===== src/rtl/mem_access_unit_pkg.sv =====
// -----------------------------------------------------------------------------
// mem_access_unit_pkg
//   Shared encodings for the MEM-stage load/store path.
//   - size_e  : access size as carried on req_size (byte/half/word/illegal)
//   - state_e : control states of the load/store initiator
//   - BYTE_W / HALF_W and their sign-bit positions, used for lane slicing
//     and sign extension of returned load data
//   - is_misaligned(): alignment/legality check of a request
// -----------------------------------------------------------------------------
package mem_access_unit_pkg;

  typedef enum logic [1:0] {
    SIZE_BYTE    = 2'b00,
    SIZE_HALF    = 2'b01,
    SIZE_WORD    = 2'b10,
    SIZE_ILLEGAL = 2'b11
  } size_e;

  typedef enum logic [1:0] {
    ST_IDLE  = 2'b00,
    ST_ISSUE = 2'b01,
    ST_WAIT  = 2'b10,
    ST_RESP  = 2'b11
  } state_e;

  // Lane widths and the bit positions that carry the sign of each lane.
  localparam int unsigned BYTE_W    = 8;
  localparam int unsigned HALF_W    = 16;
  localparam int unsigned BYTE_SIGN = BYTE_W - 1;
  localparam int unsigned HALF_SIGN = HALF_W - 1;

  // A half must sit on an even address, a word on a multiple of four.
  // The reserved size encoding is reported the same way as a misalignment.
  function automatic logic is_misaligned(input logic [1:0] size,
                                         input logic [1:0] addr_lo);
    logic bad;
    case (size)
      SIZE_BYTE: bad = 1'b0;
      SIZE_HALF: bad = addr_lo[0];
      SIZE_WORD: bad = (addr_lo != 2'b00);
      default:   bad = 1'b1;
    endcase
    return bad;
  endfunction

endpackage


===== src/rtl/load_extend.sv =====
// -----------------------------------------------------------------------------
// load_extend
//   Combinational size/signedness extension of right-aligned load data.
//   Kept standalone so forwarding logic can apply the same extension.
//
//   Ports
//     size        in  2       access size (size_e encoding)
//     is_unsigned in  1       1 = zero-extend (lbu/lhu), 0 = sign-extend
//     rdata       in  DATA_W  right-aligned lane from memory
//     ext_data    out DATA_W  extended result; words pass through
// -----------------------------------------------------------------------------
module load_extend
  import mem_access_unit_pkg::*;
#(
  parameter int unsigned DATA_W = 32
) (
  input  logic [1:0]        size,
  input  logic              is_unsigned,
  input  logic [DATA_W-1:0] rdata,
  output logic [DATA_W-1:0] ext_data
);

  logic byte_fill;
  logic half_fill;

  // NOTE: every variable written in always_comb gets a value before any
  // branch; a path that leaves one unassigned would infer a latch.
  always_comb begin
    ext_data  = rdata;
    byte_fill = ~is_unsigned & rdata[BYTE_SIGN];
    half_fill = ~is_unsigned & rdata[HALF_SIGN];
    case (size)
      SIZE_BYTE: ext_data = {{(DATA_W - BYTE_W){byte_fill}}, rdata[BYTE_W-1:0]};
      SIZE_HALF: ext_data = {{(DATA_W - HALF_W){half_fill}}, rdata[HALF_W-1:0]};
      default:   ext_data = rdata;
    endcase
  end

endmodule


===== src/rtl/mem_access_unit.sv =====
// -----------------------------------------------------------------------------
// mem_access_unit
//   Load/store initiator of the MEM stage. Takes one request at a time,
//   drives the data-memory strobes for a single cycle, waits out the
//   memory's registered read latency, extends the returned lane and emits
//   one response pulse with misalignment/range flags.
//
//   Ports
//     clk, rst                 clock (rising edge), async active-low reset
//     req_valid/req_ready      request handshake; ready only while idle
//     req_write                1 = store, 0 = load
//     req_size                 00 byte, 01 half, 10 word, 11 illegal
//     req_unsigned             loads: zero-extend instead of sign-extend
//     req_addr, req_wdata      byte address, right-aligned store data
//     rsp_valid                one-cycle response pulse
//     rsp_rdata                extended load data (0 for stores/errors)
//     rsp_misaligned/rsp_fault error flags, held until the next response
//     busy                     pipeline stall while an access is in flight
//     mem_addr/mem_wdata       address and store data to memory
//     mem_read/mem_write       MemRead/MemWrite, high for one cycle
//     mem_half/mem_byte        HalfOperation/ByteOperation lane strobes
//     mem_rdata                right-aligned, zero-extended read lane
// -----------------------------------------------------------------------------
module mem_access_unit
  import mem_access_unit_pkg::*;
#(
  parameter int unsigned ADDR_W     = 32,
  parameter int unsigned DATA_W     = 32,
  parameter int unsigned MEM_BYTES  = 256,
  parameter int unsigned RD_LATENCY = 1
) (
  input  logic              clk,
  input  logic              rst,
  input  logic              req_valid,
  output logic              req_ready,
  input  logic              req_write,
  input  logic [1:0]        req_size,
  input  logic              req_unsigned,
  input  logic [ADDR_W-1:0] req_addr,
  input  logic [DATA_W-1:0] req_wdata,
  output logic              rsp_valid,
  output logic [DATA_W-1:0] rsp_rdata,
  output logic              rsp_misaligned,
  output logic              rsp_fault,
  output logic              busy,
  output logic [ADDR_W-1:0] mem_addr,
  output logic              mem_read,
  output logic              mem_write,
  output logic              mem_half,
  output logic              mem_byte,
  output logic [DATA_W-1:0] mem_wdata,
  input  logic [DATA_W-1:0] mem_rdata
);

  localparam int unsigned CNT_W = $clog2(RD_LATENCY + 1);

  state_e            state_q;
  state_e            state_d;
  logic [CNT_W-1:0]  cnt_q;
  size_e             size_q;
  logic              unsigned_q;
  logic [DATA_W-1:0] ext_data;

  // ---------------------------------------------------------------------------
  // Request checks, evaluated on the request as presented in IDLE.
  // ---------------------------------------------------------------------------
  logic req_misaligned;
  logic req_fault;
  logic req_err;

  assign req_misaligned = is_misaligned(req_size, req_addr[1:0]);
  assign req_fault      = (req_addr >= ADDR_W'(MEM_BYTES));
  assign req_err        = req_misaligned | req_fault;

  // ---------------------------------------------------------------------------
  // Extension of the returned lane, using the size captured at acceptance.
  // ---------------------------------------------------------------------------
  load_extend #(
    .DATA_W (DATA_W)
  ) u_load_extend (
    .size        (size_q),
    .is_unsigned (unsigned_q),
    .rdata       (mem_rdata),
    .ext_data    (ext_data)
  );

  // ---------------------------------------------------------------------------
  // State register.
  // ---------------------------------------------------------------------------
  // NOTE: clocked state uses non-blocking assignments so every register
  // samples pre-edge values regardless of statement order.
  always_ff @(posedge clk or negedge rst) begin
    if (!rst) state_q <= ST_IDLE;
    else      state_q <= state_d;
  end

  // ---------------------------------------------------------------------------
  // Next state and state-decoded outputs. Handshake/stall outputs come
  // straight from the state so an asynchronous reset clears them at once.
  // ---------------------------------------------------------------------------
  always_comb begin
    state_d   = state_q;
    req_ready = 1'b0;
    busy      = 1'b1;
    rsp_valid = 1'b0;
    case (state_q)
      ST_IDLE: begin
        req_ready = 1'b1;
        busy      = 1'b0;
        if (req_valid) state_d = req_err ? ST_RESP : ST_ISSUE;
      end
      // Stores complete with the strobe; loads wait for the read data.
      ST_ISSUE: state_d = mem_write ? ST_RESP : ST_WAIT;
      ST_WAIT:  if (cnt_q == CNT_W'(1)) state_d = ST_RESP;
      ST_RESP: begin
        rsp_valid = 1'b1;
        state_d   = ST_IDLE;
      end
      default: state_d = ST_IDLE;
    endcase
  end

  // ---------------------------------------------------------------------------
  // Memory-port and response registers.
  // The strobes are set on acceptance and cleared on leaving ISSUE, so they
  // are high for exactly the ISSUE cycle. Response registers change only on
  // the edge that enters RESP, so they hold their value between responses.
  // ---------------------------------------------------------------------------
  // NOTE: the address/data registers are reset along with the strobes; the
  // memory port must present all zeros while reset is held.
  always_ff @(posedge clk or negedge rst) begin
    if (!rst) begin
      mem_addr       <= '0;
      mem_wdata      <= '0;
      mem_read       <= 1'b0;
      mem_write      <= 1'b0;
      mem_half       <= 1'b0;
      mem_byte       <= 1'b0;
      cnt_q          <= '0;
      size_q         <= SIZE_BYTE;
      unsigned_q     <= 1'b0;
      rsp_rdata      <= '0;
      rsp_misaligned <= 1'b0;
      rsp_fault      <= 1'b0;
    end else begin
      case (state_q)
        ST_IDLE: begin
          if (req_valid) begin
            if (req_err) begin
              // Rejected request: report directly, memory is never touched.
              rsp_rdata      <= '0;
              rsp_misaligned <= req_misaligned;
              rsp_fault      <= req_fault;
            end else begin
              mem_addr   <= req_addr;
              mem_wdata  <= req_wdata;
              mem_half   <= (req_size == SIZE_HALF);
              mem_byte   <= (req_size == SIZE_BYTE);
              mem_read   <= ~req_write;
              mem_write  <= req_write;
              size_q     <= size_e'(req_size);
              unsigned_q <= req_unsigned;
            end
          end
        end
        ST_ISSUE: begin
          mem_read  <= 1'b0;
          mem_write <= 1'b0;
          mem_half  <= 1'b0;
          mem_byte  <= 1'b0;
          cnt_q     <= CNT_W'(RD_LATENCY);
          if (mem_write) begin
            rsp_rdata      <= '0;
            rsp_misaligned <= 1'b0;
            rsp_fault      <= 1'b0;
          end
        end
        ST_WAIT: begin
          if (cnt_q == CNT_W'(1)) begin
            rsp_rdata      <= ext_data;
            rsp_misaligned <= 1'b0;
            rsp_fault      <= 1'b0;
          end else begin
            cnt_q <= cnt_q - CNT_W'(1);
          end
        end
        default: ;
      endcase
    end
  end

endmodule


===== config.mk =====
export PLATFORM = sky130hd
export DESIGN_NAME = mem_access_unit
export DESIGN_NICKNAME = d
export VERILOG_FILES = /design/src/rtl/mem_access_unit_pkg.sv /design/src/rtl/load_extend.sv /design/src/rtl/mem_access_unit.sv
export SDC_FILE = /design/constraint.sdc
export NUM_CORES = 1
export LEC_CHECK = 0
export BUFFER_PORTS_ARGS = -buffer_cell sky130_fd_sc_hd__buf_2
export CORE_ASPECT_RATIO = 1.5
export CORE_UTILIZATION = 35
export DETAILED_ROUTE_END_ITERATION = 12
export PLACE_DENSITY_LB_ADDON = 0.15
export SYNTH_ARGS = -nofsm -noshare
export SYNTH_HDL_FRONTEND = slang
export SYNTH_SLANG_ARGS = --single-unit

===== constraint.sdc =====
create_clock -name clk -period 6.67 [get_ports clk]
set_input_delay 0.3335 -clock clk [delete_from_list [all_inputs] [get_ports clk]]
set_output_delay 0.3335 -clock clk [all_outputs]
set_load 0.005 [all_outputs]

==> summary.md <==
| Metric | Value |
|---|---|
| Clock transition time at the flip-flop clock pins of the worst setup and hold paths | 0.07 ns |
| Number of nets with antenna violations after routing | 0 |
| Share of synthesized flip-flops with an asynchronous set or reset | 100% |
| Sequential-to-total area share from yosys stat | 58.9% |
| Routed length per placed instance | 15.8 µm |
| Post-synth top flop | sky130_fd_sc_hd__dfrtp_1 |
| Number of inserted filler cells in the final layout | 1218 |
| Post-detail-place hpwl | 8.26 mm |
| Post-cts resize count | 0 |
| Required @ worst endpoint | 6.90 ns |
| Count of flip-flops with a built-in enable after synthesis | 0 |
| Post-layout instance count excluding filler cells | 728 |
| Vias in the first global route | 3700 |
| Critical path class | reg -> reg |
| Run status | finished, violations left |
| Largest clock skew in the final design | 0.0120 ns |
| Simple-Gate Fraction of Synth Area | 15.5% |
| Initial antenna violation count | 0 |
| Overall die area | 13600 µm² |
| Achievable frequency | 335 MHz |
| Inst Count DP | 712 |
| Max Cap Viol | 0 |
| Transition time of the tightest slew-check pin | 0.812 ns |
| Worst slack on hold paths | -0.000746 ns |
| Total Wirelength | 11.5 mm |
| Violations in the final reports | hold timing |
| Mux share of post-synthesis cell area | 11.2% |
| Largest family of logic cells by synthesized area | simple AND/OR/NAND/NOR gates |
| Cell chosen for the clock root | sky130_fd_sc_hd__clkbuf_16 |
| Total global routing overflow | 0 |
| Synth Area in Adders | 1.09% |
| Avg Synthesized Cell Area | 12.5 µm² |
| Finish-stage setup viols | 0 |
| RSZ-0062 raised after global routing | false |
| Normalized max-slew margin | 45.9% |
| CTS hold repair buffers | 0 |
| Chip height | 142 µm |
| Compound-Gate Fraction of Synth Area | 10.0% |
| Ratio of routed vias to standard cells | 5.04 |
| Final number of max-transition violations | 0 |
| Worst Reg2Reg Path Length in Cells | 6 |
| Time the final worst path needs with I/O delays and setup | 2.99 ns |
| Antenna cell count | 0 |
| Setup TNS | 0 ns |
| Effective utilization at floorplan | 36.3% |
| Later-pin clock latency in the skew report | 0.35 ns |
| Slowest stage cell on the critical path | sky130_fd_sc_hd__buf_4 |
| Final hold viol count | 1 |
| Count of yosys warnings during synthesis | 0 |
| Clock sink total | 108 |
| First DRT Iteration DRCs | 154 |
| Ordered cell list for the critical path | inv_1 -> ha_1 -> clkinv_1 -> nor4_4 -> buf_4 -> mux2_2 |
| Setup Fix Bufs, Post-CTS | 0 |
| Critical-path maximum fanout | 69 |
| Net Count, Synth | 475 |
| Post-layout nets | 674 |
| Utilization of the core after routing | 47.9% |
| Capturing element type of the critical path | flop |
| Number of remaining DRC errors | 0 |
| Pin count of the biggest net entering global routing | 70 |
| Gate Count Post-Synth | 368 |
| Wire length of the first global-routing pass | 18.3 mm |
| Ratio of cells with drive above 1 in the final layout | 49.5% |
| Core footprint | 12600 µm² |
| Overall power of the completed layout | 2.04 mW |
| Post-route clock period utilization | 44.8% |
| Inserted Clock Buffers | 9 |
| GRT Util Overall | 17.3% |
| H-tree depth | 3 |
| Synthesis-to-layout area growth | 31.8% |
| Tightest Hold Check Type | in -> async |
| Static leakage power | 3.30 nW |
| Number of I/O port buffers | 207 |
| Total power density per cell area | 337 nW/µm² |
| Global placer's final weighted congestion | 0.773 |
| Chip Width | 95.5 µm |
| Worst voltage drop across the vdd grid | 0.170 mV |
| Maximum number of buffers from clock root to sink | 2 |
| CP startpoint kind | flop |
| Number of placed I/O pins | 208 |
| Crit-path max cell delay | 0.67 ns |
| Post-Synth XOR/XNOR Area | 0% |
| Number of storage elements in the synthesis netlist | 108 |
| DR vias | 3668 |
| Number of unique standard cell types used by synthesis | 42 |
| Clock tree from TritonCTS | built |
| Mapped cell area | 4590 µm² |
| Number of cell rows | 50 |
| Arrival time of data at the critical path endpoint | 3.22 ns |
| Pre-Repair DR Iteration Count | 4 |
[flip-flops by register name, indices dropped and copies added (netlist names)]
| name | cells |
|---|---|
| cnt_q | 1 |
| mem_addr | 32 |
| mem_byte | 1 |
| mem_half | 1 |
| mem_read | 1 |
| mem_wdata | 32 |
| mem_write | 1 |
| rsp_fault | 1 |
| rsp_misaligned | 1 |
| rsp_rdata | 32 |
| size_q | 2 |
| state_q | 2 |
| unsigned_q | 1 |
[area by class of cell]
cell class,instances,area (µm²),share of cell area [%]
flip-flops and latches,108,2700,44.7
inverters,4,15.0,0.248
well taps,156,195,3.23
repair buffers,212,1080,17.8
multi-input cells,232,1750,29.0
clock buffers,9,225,3.72
clock inverters,7,80.1,1.32
[Yosys cell counts, types with 2 or more instances]
cell type	n	area, µm²
sky130_fd_sc_hd__a21oi_1	2	10.0
sky130_fd_sc_hd__buf_2	6	30.0
sky130_fd_sc_hd__buf_4	7	52.6
sky130_fd_sc_hd__clkbuf_1	10	37.5
sky130_fd_sc_hd__dfrtp_1	108	2700
sky130_fd_sc_hd__ha_1	4	50.1
sky130_fd_sc_hd__inv_1	3	11.3
sky130_fd_sc_hd__mux2_1	4	45.0
sky130_fd_sc_hd__mux2_2	40	450
sky130_fd_sc_hd__mux2i_1	2	20.0
sky130_fd_sc_hd__nand2_1	36	135
sky130_fd_sc_hd__nand3_1	35	175
sky130_fd_sc_hd__nand4_1	2	12.5
sky130_fd_sc_hd__nor2_1	5	18.8
sky130_fd_sc_hd__nor2b_1	27	169
sky130_fd_sc_hd__nor3_1	3	15.0
sky130_fd_sc_hd__nor4_2	7	87.6
sky130_fd_sc_hd__o21ai_0	12	60.1
sky130_fd_sc_hd__o22a_1	16	140
sky130_fd_sc_hd__o2bb2ai_1	16	140
sky130_fd_sc_hd__o311ai_0	2	17.5
[cell families (layout without fill, tap and decap cells)]
kind of cell,Yosys count,in the layout
AND/OR/NAND/NOR,125,125
multiplexers,46,46
flip-flops,108,108
adder cells (fa/ha/maj),4,4
buffers and inverters,28,232
AO/OA/AOI/OAI,57,57
[critical path: cells and delay by family (launching register included)]
| kind | cells | cell delay [ns] |
|---|---|---|
| buffers and inverters | 3 | 1.22 |
| muxes | 1 | 0.41 |
| adders and majority gates | 1 | 0.45 |
| and+or+nand+nor | 1 | 0.35 |
| DFF | 1 | 0.40 |
[path summary, 6_finish.rpt]
| path | startpoint | to | slack (ns) |
|---|---|---|---|
| setup / recovery | state_q[0] | unsigned_q | 3.68 |
| hold / removal | rst | rsp_rdata[20] | -0.0007 |
| setup reg to reg | state_q[0] | unsigned_q | 3.68 |
| hold reg to reg | cnt_q | cnt_q | 0.48 |
| max in group asynchronous | rst | mem_addr[8] | 5.44 |
| min in group clk | req_wdata[5] | mem_wdata[5] | 0.20 |
[where the power goes]
part | switching, mW | internal, mW | leakage, nW | total, mW
Combinational | 0.401 | 0.316 | 1.69 | 0.717
Sequential | 0.0430 | 0.747 | 1.46 | 0.790
Clock | 0.265 | 0.267 | 0.146 | 0.532
Total | 0.709 | 1.33 | 3.30 | 2.04
[stage by stage]
step	worst slack [ns]	cell area, µm²
5_1_grt	3.45	6050
3_5_place_dp	3.64	5740
4_1_cts	3.64	6050
6_report	3.68	6050
3_3_place_gp	3.82	5740
2_1_floorplan	4.42	4590
[cell usage in the layout (no fill, tap or decap), types with 6 or more instances in the layout]
cell type                     n
sky130_fd_sc_hd__o21ai_0     12
sky130_fd_sc_hd__buf_2      206
sky130_fd_sc_hd__nand2_1     36
sky130_fd_sc_hd__clkbuf_16    9
sky130_fd_sc_hd__mux2_2      40
sky130_fd_sc_hd__buf_4        6
sky130_fd_sc_hd__o2bb2ai_1   16
sky130_fd_sc_hd__nor2b_1     27
sky130_fd_sc_hd__nand3_1     35
sky130_fd_sc_hd__o22a_1      16
sky130_fd_sc_hd__dfrtp_1    108
sky130_fd_sc_hd__nor4_2       6
[metal layers]
metal  vias up  GRT usage, %  wire, µm
met4         0          6.52       250
met1      1772          21.9      4780
met3        20          4.17       797
met5         -             0         0
met2       156          28.5      5660
li1       1720             -         -
Note: power is estimated with default switching activity, not from simulation.
